--- config.mk ---
export PLATFORM = sky130hd
export DESIGN_NAME = pwm_cmd_parser
export DESIGN_NICKNAME = d
export VERILOG_FILES = /design/src/rtl/pwm_cmd_parser.sv
export SDC_FILE = /design/constraint.sdc
export NUM_CORES = 1
export LEC_CHECK = 0
export CORE_MARGIN = 2
export CORE_UTILIZATION = 30
export CTS_BUF_LIST = sky130_fd_sc_hd__clkbuf_4 sky130_fd_sc_hd__clkbuf_8 sky130_fd_sc_hd__clkbuf_16
export DETAILED_ROUTE_END_ITERATION = 10
export PLACE_DENSITY = 0.59
export SYNTH_ARGS = -nofsm -noshare
export SYNTH_HDL_FRONTEND = slang
export SYNTH_SLANG_ARGS = --single-unit
--- constraint.sdc ---
create_clock -name clk -period 2.47 [get_ports clk]
set_input_delay 0.494 -clock clk [delete_from_list [all_inputs] [get_ports clk]]
set_output_delay 0.494 -clock clk [all_outputs]
set_load 0.005 [all_outputs]
--- src/rtl/pwm_cmd_parser.sv ---
// pwm_cmd_parser: validates 5-byte UART config frames and drives the sine/PWM generator settings
module pwm_cmd_parser #(
  parameter int TIMEOUT_CYCLES = 50000,
  parameter logic [15:0] FREQ_RESET = 16'd100,
  parameter logic [7:0] AMP_RESET = 8'd255
) (
  input  logic        clk,
  input  logic        rst_n,
  input  logic        rx_valid,
  input  logic [7:0]  rx_data,
  input  logic        tx_ready,
  output logic        tx_valid,
  output logic [7:0]  tx_data,
  output logic [15:0] freq_word,
  output logic [7:0]  amplitude,
  output logic [1:0]  wave_sel,
  output logic        cfg_update,
  output logic [7:0]  err_cnt
);
  localparam int TW = $clog2(TIMEOUT_CYCLES + 1);
  localparam logic [7:0] SYNC = 8'hA5;
  localparam logic [7:0] ACK = 8'h06;
  localparam logic [7:0] NAK = 8'h15;
  typedef enum logic [2:0] {IDLE, CMD, DH, DL, CHK, RESP} state_t;
  state_t state, state_n;
  logic [7:0] cmd, cmd_n, dh, dh_n, dl, dl_n, txd_n, amp_n, err_n, err_sat;
  logic [15:0] freq_n;
  logic [1:0] wave_n;
  logic [TW-1:0] tcnt, tcnt_n;
  logic cfg_n;
  assign tx_valid = state == RESP;
  assign err_sat = err_cnt + {7'd0, err_cnt != 8'hFF};
  always_ff @(posedge clk or negedge rst_n)
    if (!rst_n) begin
      state <= IDLE;
      cmd <= '0;
      dh <= '0;
      dl <= '0;
      tcnt <= '0;
      tx_data <= '0;
      freq_word <= FREQ_RESET;
      amplitude <= AMP_RESET;
      wave_sel <= '0;
      cfg_update <= 1'b0;
      err_cnt <= '0;
    end else begin
      state <= state_n;
      cmd <= cmd_n;
      dh <= dh_n;
      dl <= dl_n;
      tcnt <= tcnt_n;
      tx_data <= txd_n;
      freq_word <= freq_n;
      amplitude <= amp_n;
      wave_sel <= wave_n;
      cfg_update <= cfg_n;
      err_cnt <= err_n;
    end
  always_comb begin
    state_n = state;
    cmd_n = cmd;
    dh_n = dh;
    dl_n = dl;
    tcnt_n = '0;
    txd_n = tx_data;
    freq_n = freq_word;
    amp_n = amplitude;
    wave_n = wave_sel;
    cfg_n = 1'b0;
    err_n = err_cnt;
    // a byte arriving on the expiry edge wins over the timeout
    if (state inside {CMD, DH, DL, CHK} && !rx_valid) begin
      if (tcnt == TW'(TIMEOUT_CYCLES)) begin
        state_n = IDLE;
        err_n = err_sat;
      end else tcnt_n = tcnt + 1'b1;
    end
    case (state)
      IDLE: state_n = rx_valid && rx_data == SYNC ? CMD : IDLE;
      CMD: if (rx_valid) begin
        cmd_n = rx_data;
        state_n = DH;
      end
      DH: if (rx_valid) begin
        dh_n = rx_data;
        state_n = DL;
      end
      DL: if (rx_valid) begin
        dl_n = rx_data;
        state_n = CHK;
      end
      CHK: if (rx_valid) begin
        state_n = RESP;
        if (rx_data != (cmd ^ dh ^ dl)) begin
          txd_n = NAK;
          err_n = err_sat;
        end else begin
          cfg_n = cmd inside {8'h01, 8'h02, 8'h03};
          txd_n = cmd == 8'h10 ? err_cnt : cfg_n ? ACK : NAK;
          freq_n = cmd == 8'h01 ? {dh, dl} : freq_word;
          amp_n = cmd == 8'h02 ? dl : amplitude;
          wave_n = cmd == 8'h03 ? dl[1:0] : wave_sel;
        end
      end
      RESP: state_n = tx_ready ? IDLE : RESP;
      default: state_n = IDLE;
    endcase
  end
endmodule

Word-level counts from Yosys, hierarchy flattened
Cells that the tools add are included.
- add/subtract/negate cells: 2
- equality and inequality tests: 13
- multiplexer cells: 22
- bitwise operators: 3
- reductions and logical operators: 13
- operator list (operator ; number):
    two-way mux 8 bit ; 7
    two-way mux 16 bit ; 2
    two-way mux 3 bit ; 7
    one-hot mux 3 bit (6 select lines) ; 1
    adder 16 x 1 -> 16 bit, second input constant ; 1
    equality test 16 bit, second input constant ; 1
    equality test 8 x 2 -> 1 bit, second input constant ; 2
    XOR 8 bit ; 2
    AND reduction 4 bit ; 3
    adder 8 x 1 -> 8 bit ; 1
    equality test 8 x 1 -> 1 bit, second input constant ; 1
    equality test 8 x 5 -> 1 bit, second input constant ; 1
    equality test 8 bit, second input constant ; 1
    != test 8 bit ; 1
    != test 8 bit, second input constant ; 1
    AND reduction 2 bit ; 4
    equality test 3 x 2 -> 1 bit, second input constant ; 2
    equality test 3 bit, second input constant ; 2
    two-way mux 5 bit ; 1
    two-way mux 1 bit ; 4
    nonzero test 4 bit ; 1
    equality test 3 x 1 -> 1 bit, second input constant ; 1
    zero test 3 bit ; 1
    nonzero test 3 bit ; 1
    other kinds (3) ; 4
- register bits: 86
- input bits: 12

Logic depth before layout (Yosys ltp)
- word-level depth: 7
- gate-level depth with buffers: 10
- gate-level depth less buffers: 9

Worst setup path after synthesis
Ideal clock, no wire load.
- kind: register -> register
- from: reg cmd[3]
- to: reg freq_word[10]
- data arrival time: 2.077 ns
- required time: 2.345 ns
- slack: 0.268 ns
- stages on the path, launching flop included: 7
- clock period less this slack: 2.202 ns
- cells stage by stage: dfrtp_1 or4_4 nor3_4 nand3_1 nor4_4 buf_8 mux2_4
- longest elaborated chain between the ends: 5
- elaborated cells between the ends (all ways): 6
- those cells by class: eq/ne (2); bitwise (3); reduce/logical (1)
- RTL lines (what ; RTL line ; text):
    start, declared ; 26 ; logic [7:0] cmd, cmd_n, dh, dh_n, dl, dl_n, txd_n, amp_n, err_n, err_sat;
    start signal, assigned ; 48 ; cmd <= cmd_n;
    XOR 8 bit (2 in a row) ; 94 ; if (rx_data != (cmd ^ dh ^ dl)) begin
    != test 8 bit ; 94 ;
    inverter 1 bit (no line) ; - ;
    AND reduction 4 bit (no line) * ; - ;
    end signal, assigned ; 53 ; freq_word <= freq_n;
    end, declared ; 14 ; output logic [15:0] freq_word,
Mark *: on every way between the ends. The rest lies on a longest branch, timed or not.
A chain may end at the register's enable or synchronous reset.

Worst setup path after layout
- from: in rx_data[7]
- to: reg amplitude[1]
- longest elaborated chain between the ends: 3
- RTL lines (what ; RTL line ; text):
    start, declared ; 10 ; input logic [7:0] rx_data,
    != test 8 bit ; 94 ;
    inverter 1 bit (no line) ; - ;
    AND reduction 4 bit (no line) ; - ;
    end signal, assigned ; 54 ; amplitude <= amp_n;
    end, declared ; 15 ; output logic [7:0] amplitude,
No other way between the ends.

==> results by group <==
Outcome
  – Outcome: finished clean

Global route
  – Largest net degree at the start of global routing: 36
  – GRT Util Overall: 14.3%
  – First-pass GRT wire length: between 15 and 20 mm
  – Global route overflow: 0
  – Initial antenna violation count: 0
  – Number of global-route vias before repair: around 3,300

Routing
  – First-pass DRT Iterations: 4
  – Starting DRC count in detailed routing: 221
  – Drt drc: 0
  – Via-per-instance ratio: between 5 and 6
  – Routed len/inst: about 16 um
  – Via count: ~3,200
  – Routed Wire Length: 10.1 mm
  – Post-DRT Antenna Nets: 0

Synth
  – Xor/xnor share of the synthesized area: roughly 7.1%
  – Post-synth EDFFs: 0
  – Mapped Nets: a little under 400
  – Synth cell types: 51
  – Avg Cell Area, Syn: between 10 and 15 um^2
  – Share of flip-flops with an asynchronous set or reset: between 90% and 100%
  – Post-Syn Area: 0.00432 mm^2
  – Main combinational cell family by area after synthesis: simple AND/OR/NAND/NOR gates
  – Synth Area in Compound Gates: 8.48%
  – Gate Count Post-Synth: around 380
  – Synthesized flop and latch total: 86
  – Synth Area in Simple Gates: ~17%
  – Seq/Total Area, Yosys: 50.1%
  – Adder-Cell Fraction of Synth Area: 1.16%
  – Mux contribution to synthesized area: 13.9%
  – Dominant synthesized flop cell: dfrtp_1
  – YS warnings: 0

Pwr
  – Static Leak: 2.30 nW
  – PwrDens: a little under 900 mW/mm^2
  – Peak VDD IR: 0.425 mV

Critical path
  – Worst path required time: 2730 ps
  – Reg2Reg Depth: 6
  – Reg-to-Reg Start: cmd[3]
  – Critical path launch point type: primary input
  – Worst Path Max Fanout: 11
  – Kind of end point of the critical path: flip-flop
  – Crit path kind: primary input to flip-flop
  – Reg2reg setup slack: ~250 ps
  – R2r endpoint: freq_word[0]
  – Worst path arrival time: 2550 ps

STA
  – Fmax: 0.437 GHz
  – Final Hold Vio Count: 0
  – Setup violators final: 0
  – Final period util: between 90 and 100%
  – RSZ-0062 raised after global routing: no
  – Pin slew with the least headroom to its limit: slightly above 500 ps
  – Slew headroom: about two thirds
  – Pins over their slew limit: 0
  – Min Tclk post-route: around 2300 ps
  – Final clock skew: between 6 and 7 ps
  – Hold Worst Slack: between 100 and 150 ps

CTS
  – H-Tree Depth: 3
  – Post-cts hold buffer count: 0
  – Post-CTS setup buffers: 0
  – CTS resizes: 0
  – CTS Sinks: 86
  – Clk Latency, worst-skew pair: about 340 ps
  – Root buf cell: clkbuf_16
  – CTS tree: built
  – CTS buffer count: 9
  – Worst-path clk slew: roughly 60 ps
  – Max Root-Sink Buffers: 2

Layout
  – Most frequent cells in the layout: dfrtp_1 (75), clkdlybuf4s50_1 (54), mux2_2 (40)
  – Antenna Cells: 0
  – Share of layout cells above drive strength 1: between 20 and 30%
  – Total Nets Final: 473
  – Filler cell count: ~1,400
  – Final core utilization: approximately 40%
  – Commonest non-fill, non-tap cell in the layout: dfrtp_1
  – Area Growth Syn to Fin: 28.9%

Hold path
  – Hold Crit Class: primary input to asynchronous set/reset pin

Floorplanning
  – Die area: 0.0154 mm^2
  – Core footprint: 0.0140 mm^2
  – Die Ht: about 120 um
  – Die width: approximately 120 um
  – Initial Util: 30.9%
  – Row count: 43
  – Ports: 56

Job
  – Maxcap violations: 0

Placed design
  – Detailed placement HPWL: ~7.3 mm
  – Placer congestion estimate: between 0.8 and 0.9
  – Port-buffer cells: 55
-- area by class of cell --
type	count	area [um^2]	area share, %
Sequential cell	86	2170	38.8
Multi-Input combinational cell	265	2050	36.7
Timing Repair Buffer	86	818	14.7
Clock buffer	10	239	4.29
Tap cell	180	225	4.04
Clock inverter	6	46.3	0.830
Inverter	9	33.8	0.606
-- synth_stat cells, types with 4 or more instances --
cell type | number | share of area, %
nand2_1 | 22 | 1.9
xnor2_1 | 21 | 4.3
o311ai_0 | 5 | 1.0
mux2_4 | 10 | 3.5
mux2_2 | 40 | 10
nand4_1 | 11 | 1.6
dfstp_2 | 11 | 6.7
nor3_1 | 13 | 1.5
nand3_1 | 10 | 1.2
inv_1 | 9 | 0.78
ha_1 | 4 | 1.2
a31oi_1 | 4 | 0.58
nor2_1 | 22 | 1.9
xor2_1 | 14 | 2.8
o21ai_0 | 20 | 2.3
nor4bb_1 | 5 | 1.2
and4_1 | 6 | 1.2
a21oi_1 | 5 | 0.58
dfrtp_1 | 75 | 43
clkbuf_1 | 14 | 1.2
-- where the power goes --
| part | switching (W) | internal (W) | total [W] | leakage (nW) |
|---|---|---|---|---|
| Combinational | 0.000735 | 0.000788 | 0.00152 | 1.09 |
| Clock | 0.000566 | 0.000715 | 0.00128 | 0.140 |
| Sequential | 0.000370 | 0.00168 | 0.00205 | 1.07 |
-- cells by family (layout without fill, tap and decap cells) --
logic type               after synthesis  in the layout
AND/OR/NAND/NOR                      122            122
AO/OA/AOI/OAI                         54             54
flip-flops                            86             86
multiplexers                          50             50
buffers and inverters                 26            111
XOR/XNOR                              35             35
adder cells (fa/ha/maj)                4              4
-- how the worst max path moves through the flow --
stage | start | endpoint | cells after the start
6_report | rx_data[7] | amplitude[1] | 8
5_1_grt | rx_data[7] | wave_sel[0] | 7
4_1_cts | rx_data[7] | amplitude[1] | 8
3_5_place_dp | rx_data[7] | amplitude[1] | 8
3_3_place_gp | rx_data[7] | amplitude[5] | 8
2_1_floorplan | cmd[3] | freq_word[10] | 6
-- stage by stage --
stage | cells | total power [W] | TNS, ps | setup WS, ps | area (um^2)
after floorplan | 377 | 0.00307 | 0 | 268 | 4320
after global placement | 626 | 0.00357 | -3450 | -156 | 5290
after detailed placement | 626 | 0.00361 | -3390 | -181 | 5290
after CTS | 642 | 0.00492 | 0 | 174 | 5580
after global routing | 642 | 0.00519 | 0 | 68.0 | 5580
final | 642 | 0.00486 | 0 | 183 | 5580
-- critical path, cell delays in order --
cell and delay (ps):
clkdlybuf4s50_1 450, xnor2_1 160, xnor2_1 330, nand4_2 180, buf_4 220, nor3_2 160, buf_4 200, mux2_2 360
-- registers in the layout (all words and copies together) (netlist names) --
| name | cells |
|---|---|
| freq_word | 16 |
| tcnt | 16 |
| amplitude | 8 |
| cmd | 8 |
| dh | 8 |
| dl | 8 |
| err_cnt | 8 |
| tx_data | 8 |
| state | 3 |
| wave_sel | 2 |
| cfg_update | 1 |
-- routing by layer --
layer / GRT usage (%) / routed length (um) / share of wire, %
met1: 19.0 / 4670 / 46
met2: 23.4 / 4930 / 49
met3: 4.03 / 449 / 4.4
met4: 2.60 / 70 / 0.69
met5: 0 / 0 / 0
(Power assumes the default switching activity.)
==> patch: new RTL, same settings <==
Take the reset off `tx_data` and load it in a clocked block of its own.
--- a/src/rtl/pwm_cmd_parser.sv
+++ b/src/rtl/pwm_cmd_parser.sv
@@ -37,7 +37,6 @@
       dh <= '0;
       dl <= '0;
       tcnt <= '0;
-      tx_data <= '0;
       freq_word <= FREQ_RESET;
       amplitude <= AMP_RESET;
       wave_sel <= '0;
@@ -49,13 +48,16 @@
       dh <= dh_n;
       dl <= dl_n;
       tcnt <= tcnt_n;
-      tx_data <= txd_n;
       freq_word <= freq_n;
       amplitude <= amp_n;
       wave_sel <= wave_n;
       cfg_update <= cfg_n;
       err_cnt <= err_n;
     end
+
+  always_ff @(posedge clk) begin
+    tx_data <= txd_n;
+  end
   always_comb begin
     state_n = state;
     cmd_n = cmd;
Function: changed (Yosys sat finds a counterexample within 10 cycles, from zero or initial values and one cycle with rst_n low; the reset may be asserted at any time).
==> patch against the unedited design <==
- clock power increased by 17%
- highest routed layer unchanged
- area after synthesis decreased by 1.6%
- die area is 1.6% lower
- first-iteration DRC count increased by 13%
- critical endpoint is now err_cnt[4]
- sequential cell count stayed put
- non-clock buffer count grew 2
- design area is 0.20% lower
- largest cell class unchanged
- count of clock-buffer cells in the layout shrank 1
- fmax grew 3.6%
- worst setup slack better by 0.079 ns
- power increased by 4.6%
- wire length is 0.49% higher
- clock skew rose by 0.0029 ns
==> patch: results <==
group,metric,value,unit
power,cellLeakagePower,2.29,nW
grt,use_met1,19.0,%
grt,grt_pass1_wl,16900,um
final_layout,multi_input_gates,256,
detailed_routing,met2_length,4900,um
final_layout,fin_nets,467,
placed_design,hpwl,7300,um
final_layout,n_all_buffers,88,
final_layout,clkbuf_count,9,
synthesis,synthTopCellsByCount,"dfrtp_1, mux2_2, xnor2_1",
final_layout,multi_input_area_share,35.0,%
detailed_routing,wl_met1,4540,um
setup_path,crit_path_max_fanout,7,
placed_design,place.gp.congestion,0.804,
synthesis,synth_nets,381,
setup_path,cp_top_family,"simple AND/OR/NAND/NOR gates",
final_layout,fillCellCount,1372,
run_status,status,"complete, no violations",
detailed_routing,routed_wl,10200,um
grt,grt_util_all_layers,14.6,%
synthesis,synth_edf_count,8,
setup_path,reg2regPathDepth,8,
synthesis,async_flop_share,90.7,%
final_layout,final-clk-cell-share,5.89,%
power,total_power,5.08,mW
placed_design,dp_cells,620,
detailed_routing,drt_iter0_markers,250,
setup_path,cpPeakStageDelay,0.47,ns
setup_path,crit_end,"err_cnt[4]",
setup_path,crit_slowest_cell,"dfrtp_1",
synthesis,synth-seq-area-share,51.9,%
timing,setup_ws,0.262,ns
power,peakVddDrop,0.555,mV
synthesis,yosys-top-cells-area,"dfrtp_1, mux2_2, dfstp_2",
setup_path,r2r_start,"err_cnt[5]",
synthesis,ys_types,48,
detailed_routing,highest_layer,"met4",
placed_design,place_area,0.00524,mm^2
timing,timing.slew.headroom,67.0,%
grt,grt_use_met3,3.87,%
detailed_routing,wire_per_inst,16.0,um
setup_path,cp.arrival,2.40,ns
power,internal_power,3.39,mW
power,power_frac_clock,29.6,%
grt,grt_pass1_vias,3264,
clocking,htree_levels,3,
power,powerDensity,913,mW/mm^2
placed_design,dp_slack,-0.111,ns
grt,grt_max_degree,33,
-- patch: cell types whose count changed after synthesis, moves of 4 or more --
cell,change
o21ai_0,-4
dfrtp_1,-8
nand2_1,-6
mux2_2,+10
clkbuf_1,-7
mux2_4,-10
edfxtp_1,+8
-- patch: cells by family (layout without fill, tap and decap cells) --
logic type	count (synthesis)	after routing	share of synthesized area, %
muxes	50	50	13.2
AOI/OAI and AO/OA	45	45	7.06
adders and majority gates	4	4	1.18
xor gates and xnor gates	35	35	7.21
DFF	86	86	51.9
buffers and inverters	23	114	2.35
and+or+nand+nor	122	122	17.1
-- patch: worst min-delay path by stage --
stage,startpoint,to,slack [ns],cells after the start
3_5_place_dp,rst_n,freq_word[11],0.44,1
3_3_place_gp,rst_n,freq_word[11],0.45,1
6_report,rst_n,freq_word[11],0.06,1
4_1_cts,rst_n,dl[1],0.06,1
5_1_grt,rst_n,dl[1],0.08,1
2_1_floorplan,rst_n,cfg_update,0.20,0
